### src/rtl/wallace_mac.sv
// Pipelined Wallace-tree multiply-accumulate with per-beat signed/unsigned mode and framed window sums.
// Latency: product 3 clocks, window sum 4 clocks after the closing beat's input edge.
// No backpressure: the pipeline advances every cycle and accepts one operand pair per clock.
module wallace_mac #(
    parameter int WIDTH     = 8,
    parameter int ACC_GUARD = 4,
    localparam int PW        = 2 * WIDTH,
    localparam int ACC_WIDTH = PW + ACC_GUARD
) (
    input  logic                 clock,
    input  logic                 reset_n,
    input  logic                 in_valid,
    input  logic                 is_signed,
    input  logic                 first,
    input  logic                 last,
    input  logic [WIDTH-1:0]     x,
    input  logic [WIDTH-1:0]     y,
    output logic [PW-1:0]        product,
    output logic                 product_valid,
    output logic [ACC_WIDTH-1:0] acc_out,
    output logic                 acc_valid,
    output logic                 overflow
);

    // Partial-product rows plus one correction row; two spare slots keep the
    // compressor indexing in range without special-casing the tail.
    localparam int NROWS = WIDTH + 1;
    localparam int NSLOT = NROWS + 2;

    localparam logic [WIDTH-1:0] MSB_MASK = WIDTH'(1) << (WIDTH - 1);
    localparam logic [WIDTH-1:0] LOW_MASK = ~MSB_MASK;
    // Baugh-Wooley correction: +2^W and +2^(2W-1), taken modulo 2^(2W).
    localparam logic [PW-1:0]    BW_CORR  = (PW'(1) << WIDTH) | (PW'(1) << (PW - 1));

    // S1 state
    logic [WIDTH-1:0] x_q, y_q;
    logic             sgn1_q, first1_q, last1_q, vld1_q;
    // S2 state
    logic [PW-1:0]    sum_q, carry_q;
    logic             sgn2_q, first2_q, last2_q, vld2_q;
    // S3 control travelling alongside product
    logic             sgn3_q, first3_q, last3_q;
    // Accumulator state
    logic [ACC_WIDTH-1:0] acc_q, acc_d;
    logic                 ovf_q, ovf_d;

    logic [PW-1:0]        pp   [NSLOT];
    logic [PW-1:0]        tree [NSLOT];
    logic [ACC_WIDTH-1:0] ext_w, base_w;
    logic [ACC_WIDTH:0]   sum_w;
    logic                 beat_ovf_w;

    // S1: capture the operand beat and its framing
    always_ff @(posedge clock or negedge reset_n) begin
        if (!reset_n) begin
            x_q      <= '0;
            y_q      <= '0;
            sgn1_q   <= 1'b0;
            first1_q <= 1'b0;
            last1_q  <= 1'b0;
            vld1_q   <= 1'b0;
        end else begin
            x_q      <= x;
            y_q      <= y;
            sgn1_q   <= is_signed;
            first1_q <= first;
            last1_q  <= last;
            vld1_q   <= in_valid;
        end
    end

    // Partial products; signed mode inverts the terms that pair exactly one sign bit
    always_comb begin
        logic [WIDTH-1:0] row;
        for (int r = 0; r < NSLOT; r++) begin
            pp[r] = '0;
        end
        for (int i = 0; i < WIDTH; i++) begin
            row = x_q & {WIDTH{y_q[i]}};
            if (sgn1_q) begin
                row = row ^ ((i == WIDTH - 1) ? LOW_MASK : MSB_MASK);
            end
            pp[i] = {{WIDTH{1'b0}}, row} << i;
        end
        pp[WIDTH] = sgn1_q ? BW_CORR : '0;
    end

    // Wallace reduction: each level compresses row triples 3:2 and leftover pairs 2:2
    always_comb begin
        logic [PW-1:0] nxt [NSLOT];
        int n;
        int m;
        tree = pp;
        n    = NROWS;
        for (int lvl = 0; lvl < NROWS; lvl++) begin
            if (n > 2) begin
                for (int r = 0; r < NSLOT; r++) begin
                    nxt[r] = '0;
                end
                m = 0;
                for (int k = 0; k < NROWS; k += 3) begin
                    if (k + 2 < n) begin
                        nxt[m]     = tree[k] ^ tree[k+1] ^ tree[k+2];
                        nxt[m+1]   = ((tree[k] & tree[k+1]) | (tree[k] & tree[k+2]) |
                                      (tree[k+1] & tree[k+2])) << 1;
                        m          = m + 2;
                    end else if (k + 1 < n) begin
                        nxt[m]     = tree[k] ^ tree[k+1];
                        nxt[m+1]   = (tree[k] & tree[k+1]) << 1;
                        m          = m + 2;
                    end else if (k < n) begin
                        nxt[m]     = tree[k];
                        m          = m + 1;
                    end
                end
                tree = nxt;
                n    = m;
            end
        end
    end

    // S2: register the two carry-save rows
    always_ff @(posedge clock or negedge reset_n) begin
        if (!reset_n) begin
            sum_q    <= '0;
            carry_q  <= '0;
            sgn2_q   <= 1'b0;
            first2_q <= 1'b0;
            last2_q  <= 1'b0;
            vld2_q   <= 1'b0;
        end else begin
            sum_q    <= tree[0];
            carry_q  <= tree[1];
            sgn2_q   <= sgn1_q;
            first2_q <= first1_q;
            last2_q  <= last1_q;
            vld2_q   <= vld1_q;
        end
    end

    // S3: carry-propagate add; product holds across invalid cycles
    always_ff @(posedge clock or negedge reset_n) begin
        if (!reset_n) begin
            product       <= '0;
            product_valid <= 1'b0;
            sgn3_q        <= 1'b0;
            first3_q      <= 1'b0;
            last3_q       <= 1'b0;
        end else begin
            if (vld2_q) begin
                product <= sum_q + carry_q;
            end
            product_valid <= vld2_q;
            sgn3_q        <= sgn2_q;
            first3_q      <= first2_q;
            last3_q       <= last2_q;
        end
    end

    // Next accumulator value and overflow, judged in the current beat's mode
    always_comb begin
        ext_w  = sgn3_q ? {{ACC_GUARD{product[PW-1]}}, product} : {{ACC_GUARD{1'b0}}, product};
        base_w = first3_q ? '0 : acc_q;
        sum_w  = {1'b0, base_w} + {1'b0, ext_w};
        if (sgn3_q) begin
            beat_ovf_w = (base_w[ACC_WIDTH-1] == ext_w[ACC_WIDTH-1]) &&
                         (sum_w[ACC_WIDTH-1] != base_w[ACC_WIDTH-1]);
        end else begin
            beat_ovf_w = sum_w[ACC_WIDTH];
        end
        acc_d = sum_w[ACC_WIDTH-1:0];
        ovf_d = (ovf_q & ~first3_q) | beat_ovf_w;
    end

    // Accumulate valid products; publish the sum and sticky overflow on the closing beat
    always_ff @(posedge clock or negedge reset_n) begin
        if (!reset_n) begin
            acc_q     <= '0;
            ovf_q     <= 1'b0;
            acc_out   <= '0;
            acc_valid <= 1'b0;
            overflow  <= 1'b0;
        end else begin
            acc_valid <= product_valid & last3_q;
            if (product_valid) begin
                acc_q <= acc_d;
                ovf_q <= ovf_d;
                if (last3_q) begin
                    acc_out  <= acc_d;
                    overflow <= ovf_d;
                end
            end
        end
    end

endmodule

### config.mk
export PLATFORM = sky130hd
export DESIGN_NAME = wallace_mac
export DESIGN_NICKNAME = d
export VERILOG_FILES = /design/src/rtl/wallace_mac.sv
export SDC_FILE = /design/constraint.sdc
export NUM_CORES = 1
export LEC_CHECK = 0
export CAP_MARGIN = 20
export CORE_ASPECT_RATIO = 2
export CORE_MARGIN = 5
export CORE_UTILIZATION = 35
export CTS_BUF_LIST = sky130_fd_sc_hd__clkbuf_4 sky130_fd_sc_hd__clkbuf_8
export CTS_CLUSTER_DIAMETER = 200
export DETAILED_ROUTE_END_ITERATION = 12
export SLEW_MARGIN = 20
export SYNTH_ARGS = -nofsm -noshare
export SYNTH_HDL_FRONTEND = slang
export SYNTH_SLANG_ARGS = --single-unit
### constraint.sdc
create_clock -name clock -period 5.9 [get_ports clock]
set_input_delay 0.885 -clock clock [delete_from_list [all_inputs] [get_ports clock]]
set_output_delay 0.885 -clock clock [all_outputs]
set_load 0.01 [all_outputs]
==> impl_metrics.py, run 1 <==
metrics = {
    "power_and_ir_drop": {
        "seq_power_share": 0.323,
        "power_density_mw_per_mm2": 471.9,
        "p_int_w": 0.002401,
        "combPwrFrac": 0.459,
        "worst_ir_drop_vdd_v": 0.0001605,
        "p_leak_nw": 3.633,
        "power.net_switching_w": 0.001364,
        "clockPowerShare": 0.217,
        "netSwitchingFraction": 0.3624,
    },
    "routing": {
        "dr.first_iter.drc_count": 101,
        "ant_nets": 0,
        "totalWireLength_um": 14010,
        "vias": 4426,
        "first_pass_iters": 4,
        "routed_via_density": 4.837,
        "drc_errors": 0,
        "drt-wirelength-per-cell_um": 15.31,
    },
    "cts": {
        "cts_resized": 0,
        "h-tree-depth": 4,
        "clockBufferDepth": 2,
        "holdBufCountCts": 0,
        "cts_root_buffer": "clkbuf_8",
        "cts.sinks": 114,
        "path_clk_slew_ns": 0.07,
        "post_cts_buffers": 0,
        "cts_tree": "yes",
        "insertion_delay_ns": 0.44,
        "numCtsBuffers": 17,
    },
    "placement": {
        "io_buffers": 60,
        "place_hpwl_um": 11050,
        "gp_congestion": 0.9040,
        "place_area_mm2": 0.007528,
    },
    "logic_synthesis": {
        "yosys.area.top_type": "dfrtp_1",
        "synth_enable_flop_cells": 0,
        "synth_fp_nets": 693,
        "netlist_area_mm2": 0.006645,
        "syn_avg_cell_area_um2": 11.48,
        "synth_top_area_frac": 0.4293,
        "yosysSeqAreaShare": 0.4293,
        "async_flop_share": 1.000,
        "yosysUniqueCellTypes": 50,
        "synth-main-ff-cell": "dfrtp_1",
        "synth_seq_cells": 114,
        "syn_inst": 579,
        "yosysWarnings": 0,
        "synth_area_leaders": "dfrtp_1 43%, fa_1 12%, ha_1 10%",
    },
    "worst_setup_path": {
        "cp-startpoint": "sgn1_q$_DFF_PN0_",
        "critPathLaunchType": "flop",
        "cp.required_ns": 6.28,
        "rr_endpoint": "sum_q[7]$_DFF_PN0_",
        "rrSetupSlack_ns": 2.63,
        "rr_startpoint": "sgn1_q$_DFF_PN0_",
        "crit_arrival_ns": 3.65,
        "cp-end-kind": "flop",
        "cp_max_fo": 16,
        "setup.worst_path.class": "flop to flop",
        "reg2reg_depth": 6,
        "endpoint": "sum_q[7]$_DFF_PN0_",
    },
    "timing": {
        "timing.fmax_ghz": 0.3057,
        "finalSetupViolCount": 0,
        "grt_setup_unrepaired": "false",
        "tightest_slew_ns": 0.8442,
        "hold_violations": 0,
        "min_period_ns": 3.272,
        "relSlewSlack": 0.4372,
        "skew_ns": 0.01133,
        "period_share": 0.5545,
        "tns_ns": 0,
        "maxSlewViolCount": 0,
    },
    "floorplan": {
        "coreArea_mm2": 0.01874,
        "dieArea_mm2": 0.02201,
        "initial_utilization": 0.3545,
        "die_y_um": 204.9,
        "boundaryPins": 61,
        "die_w_um": 107.4,
        "rows": 71,
    },
    "global_route": {
        "busiest_layer": "met2",
        "grtUsageTotal": 0.1382,
        "grt_first_pass_wirelength_um": 23600,
        "grt_pass1_vias": 4929,
        "antenna_found_initial": 0,
        "grtUsageMet1": 0.1209,
        "met2_usage": 0.2816,
        "grt_remaining_overflow": 0,
        "grtUsageMet3": 0.02554,
        "grt_max_degree": 69,
    },
    "finish": {
        "nFillCells": 1783,
        "post-route-cell-area_mm2": 0.007979,
        "final_common_cell": "dfrtp_1",
        "final_cell_mix": "114 x dfrtp_1, 59 x clkdlybuf4s50_1, 54 x nand2_1",
        "diodes": 0,
        "layout.nets": 761,
        "synthToLayoutAreaGrowth_pct": 20.07,
        "drive_gt1_frac": 0.1288,
    },
    "job": {
        "max-cap-violations": 0,
    },
    "status": {
        "status": "finished clean",
    },
    "worst_hold_path": {
        "hp-class": "flop to flop",
    },
}
==> kinds of logic after synthesis <==
kind of cell,synth area share
flip-flops,0.4293
buffers and inverters,0.03671
AND/OR/NAND/NOR,0.1105
adder cells (fa/ha/maj),0.2173
multiplexers,0.07758
XOR/XNOR,0.05536
AO/OA/AOI/OAI,0.07325
==> cells in the mapped netlist, types with 2 or more instances <==
library cell,n
o21a_1,3
fa_1,39
and3_1,4
a211oi_1,2
mux2_2,44
a21oi_1,24
nor2_1,20
and2_1,28
o21ai_0,10
and4_1,3
or4_1,2
xor2_1,14
clkbuf_1,9
o211ai_1,3
dfrtp_1,114
nand2_1,54
a21o_1,4
o21ai_2,2
mux2i_1,2
nand2b_1,2
nor3_1,3
a31oi_1,5
a221o_1,2
ha_1,53
nor2b_1,23
inv_1,51
o21ai_1,5
buf_1,4
nand3_1,2
xnor2_1,28
==> power by group through the flow <==
stage	clock network, W	logic (W)	registers [W]
CTS	0.000846	0.00176	0.00123
finish	0.000818	0.00173	0.00122
detailed placement	0	0.00175	0.00124
global placement	0	0.00169	0.00123
floorplan	0	0.00115	0.00122
global route	0.000868	0.00195	0.00125
==> worst max-delay path, stage by stage (launching register included) <==
cell	delay [ns]
dfrtp_1	0.84
xor2_1	0.19
fa_1	0.53
fa_1	0.55
inv_1	0.06
fa_1	0.50
fa_1	0.54
==> layer usage <==
layer / part of all wire / vias up
met5: 0 / -
met4: 0.037 / 0
met3: 0.031 / 41
met2: 0.61 / 109
met1: 0.32 / 2198
li1: - / 2078
==> registers in the layout, summed over array words and instances, names as in the netlist <==
name and flops:
acc_q 20, first2_q 1, vld2_q 1, x_q 8, sum_q 16, first1_q 1
sgn2_q 1, sgn3_q 1, last2_q 1, product_valid 1, last3_q 1, ovf_q 1
overflow 1, vld1_q 1, carry_q 11, y_q 8, first3_q 1, acc_valid 1
product 16, last1_q 1, sgn1_q 1, acc_out 20
==> final cells by class <==
| class | count | area (um2) | area share |
|---|---|---|---|
| well taps | 255 | 319.1 | 0.03999 |
| clock inverters | 14 | 202.7 | 0.02540 |
| multi-input cells | 400 | 3548 | 0.4447 |
| repair buffers | 62 | 613.1 | 0.07684 |
| clock buffers | 18 | 247.7 | 0.03105 |
| flip-flops and latches | 114 | 2853 | 0.3575 |
| inverters | 52 | 195.2 | 0.02446 |
==> worst min path at each step <==
stage                     cells after the start  slack [ns]            endpoint                from
after floorplan                               0        0.33  first2_q$_DFF_PN0_  first1_q$_DFF_PN0_
after global placement                        0        0.34    vld2_q$_DFF_PN0_    vld1_q$_DFF_PN0_
after detailed placement                      0        0.34    vld2_q$_DFF_PN0_    vld1_q$_DFF_PN0_
after CTS                                     0        0.35    vld2_q$_DFF_PN0_    vld1_q$_DFF_PN0_
after global routing                          0        0.36    vld2_q$_DFF_PN0_    vld1_q$_DFF_PN0_
final                                         0        0.35   last2_q$_DFF_PN0_   last1_q$_DFF_PN0_
==> through the flow <==
stage / setup slack, ns / instances / hold WS, ns / util / power [W]
after global routing: 2.441 / 915 / 0.3600 / 0.4257 / 0.004066
after CTS: 2.597 / 915 / 0.3542 / 0.4257 / 0.003832
after floorplan: 2.730 / 579 / 0.3312 / - / 0.002372
final: 2.628 / 915 / 0.3518 / 0.4257 / 0.003765
after detailed placement: 2.612 / 883 / 0.3365 / 0.4016 / 0.002990
after global placement: 2.661 / 883 / 0.3358 / 0.4016 / 0.002918
Power figures use the tool's default switching activity.
==> inputs of run 2 (changes only) <==
==> constraint.sdc (replaced) <==
create_clock -name clock -period 2.95 [get_ports clock]
set_input_delay 0.4425 -clock clock [delete_from_list [all_inputs] [get_ports clock]]
set_output_delay 0.4425 -clock clock [all_outputs]
set_load 0.01 [all_outputs]
==> impl_metrics.py, run 2 (synthesized netlist as in run 1, its figures left out) <==
metrics = {
    "status": {
        "status": "finished clean",
    },
    "global_route": {
        "grt_max_degree": 56,
        "grt_first_pass_wirelength_um": 24770,
        "grt_remaining_overflow": 0,
        "grtUsageTotal": 0.1475,
        "antenna_found_initial": 0,
        "grt_pass1_vias": 5142,
    },
    "worst_setup_path": {
        "cp.required_ns": 3.33,
        "cp_top_family": "adder cells",
        "slowest_delay_ns": 0.52,
        "cp-end-kind": "flop",
        "path_buf_inv": 2,
        "crit_top_cell": "fa_1",
        "rr_endpoint": "sum_q[9]$_DFF_PN0_",
        "crit_slowest_cell": "fa_1",
        "critPathLaunchType": "flop",
        "crit_arrival_ns": 3.23,
        "rrSetupSlack_ns": 0.1,
        "setup.worst_path.class": "flop to flop",
        "reg2reg_depth": 7,
        "crit_chain": "and2_1, fa_1, fa_1, inv_1, fa_1, inv_1, fa_1",
        "cp_max_fo": 8,
        "rr_startpoint": "x_q[5]$_DFF_PN0_",
    },
    "worst_hold_path": {
        "hp-class": "flop to flop",
        "min_to": "vld2_q$_DFF_PN0_",
        "hp-start": "vld1_q$_DFF_PN0_",
        "whs_path_depth": 0,
    },
    "cts": {
        "h-tree-depth": 4,
        "numCtsBuffers": 17,
        "cts_root_buffer": "clkbuf_8",
        "cts.sinks": 114,
        "clockBufferDepth": 2,
        "path_clk_slew_ns": 0.07,
        "insertion_delay_ns": 0.45,
        "cts_tree": "yes",
    },
    "finish": {
        "top_regs": "acc_out (20), acc_q (20)",
        "diodes": 0,
        "fin_util": 0.4390,
        "final_cell_mix": "113 x dfrtp_1, 59 x clkdlybuf4s50_1, 54 x nand2_1",
        "synthToLayoutAreaGrowth_pct": 23.84,
        "final_common_cell": "dfrtp_1",
        "layout.nets": 794,
        "drive_gt1_frac": 0.1717,
    },
    "routing": {
        "totalWireLength_um": 14920,
        "drc_errors": 0,
        "ant_nets": 0,
        "routed_via_density": 4.758,
        "dr.first_iter.drc_count": 127,
        "first_pass_iters": 4,
        "vias": 4511,
        "drt-wirelength-per-cell_um": 15.73,
    },
    "placement": {
        "io_buffers": 60,
        "place_hpwl_um": 11870,
        "gp_congestion": 0.9096,
    },
    "timing": {
        "finalSetupViolCount": 0,
        "min_period_ns": 2.851,
        "period_share": 0.9666,
        "relSlewSlack": 0.5020,
        "timing.fmax_ghz": 0.3507,
        "hold_violations": 0,
        "maxSlewViolCount": 0,
        "skew_ns": 0.01227,
        "tns_ns": 0,
        "grt_setup_unrepaired": "false",
        "tightest_slew_ns": 0.7470,
    },
    "floorplan": {
        "die_y_um": 204.9,
        "rows": 71,
        "boundaryPins": 61,
        "coreArea_mm2": 0.01874,
        "initial_utilization": 0.3545,
        "die_w_um": 107.4,
        "dieArea_mm2": 0.02201,
    },
    "power_and_ir_drop": {
        "worst_ir_drop_vdd_v": 0.0002766,
        "power_density_mw_per_mm2": 943.8,
        "p_leak_nw": 3.811,
    },
    "job": {
        "max-cap-violations": 0,
    },
}
## run 2: what timing repair did
item / 4_1_cts / 5_1_grt
resized for setup: 1 / 1
pin swaps: 0 / 2
gates cloned: 0 / 0
endpoints found under the hold margin: 34 / 0
setup endpoints to repair: 2 / 16
hold buffers: 1 / 0
setup buffers: 0 / 2
## run 2: report_power, final
group	total [W]	internal, W	switching (W)
Sequential	0.00242	0.00210	0.000322
Combinational	0.00374	0.00195	0.00180
Clock	0.00161	0.000976	0.000631
## run 2: area by class of cell
cell class                 instances  area (um2)
fill                            1762       10520
multi-input combinational        400        3552
sequential                       114        2854
timing repair buffer              95       873.3
tap                              255       319.1
clock buffer                      22       277.8
inverter                          52       195.2
clock inverter                    10       157.7
## run 2: metal layers
metal | vias to the layer above | track usage | routed length, um
li1 | 2147 | - | -
met1 | 2253 | 0.1272 | 4815
met2 | 75 | 0.2982 | 9031
met3 | 36 | 0.03248 | 403
met4 | 0 | 0.08172 | 665
met5 | - | 0 | 0
## run 2: through the flow
step | worst slack, ns | cell area [um2] | instances | hold WS [ns] | power, W
global route | 0.003116 | 8229 | 948 | 0.3562 | 0.008376
floorplan | 0.001102 | 6649 | 579 | 0.1469 | 0.004745
detailed placement | 0.05167 | 7766 | 913 | 0.3371 | 0.006218
global placement | 0.1198 | 7766 | 913 | 0.3327 | 0.006120
CTS | 0.08276 | 8215 | 946 | 0.3532 | 0.007899
finish | 0.09865 | 8229 | 948 | 0.3497 | 0.007766
## run 2: worst max path at each step
stage               cells after the start                    end               start  slack [ns]
floorplan                               8     sum_q[7]$_DFF_PN0_    x_q[7]$_DFF_PN0_       0.001
global route                            7     sum_q[9]$_DFF_PN0_    x_q[5]$_DFF_PN0_       0.003
finish                                  7     sum_q[9]$_DFF_PN0_    x_q[5]$_DFF_PN0_         0.1
CTS                                     7     sum_q[9]$_DFF_PN0_    x_q[5]$_DFF_PN0_        0.08
detailed placement                     11  acc_q[16]$_DFFE_PN0P_  first3_q$_DFF_PN0_        0.05
global placement                        7     sum_q[7]$_DFF_PN0_    y_q[4]$_DFF_PN0_        0.12
## run 2: worst register-to-register path, delay by kind of cell (launching register included)
kind	cells	cell delay, ns
fa+ha+maj	4	2.00
simple gates	1	0.21
buf+inv	2	0.10
flops	1	0.48
==> inputs of run 3 (changes only) <==
--- a/config.mk
+++ b/config.mk
@@ -12,7 +12,6 @@
 export CTS_BUF_LIST = sky130_fd_sc_hd__clkbuf_4 sky130_fd_sc_hd__clkbuf_8
 export CTS_CLUSTER_DIAMETER = 200
 export DETAILED_ROUTE_END_ITERATION = 12
-export SLEW_MARGIN = 20
 export SYNTH_ARGS = -nofsm -noshare
 export SYNTH_HDL_FRONTEND = slang
 export SYNTH_SLANG_ARGS = --single-unit
==> results of run 3 <==
Final layout, timing and power as in run 2 (identical DEF).
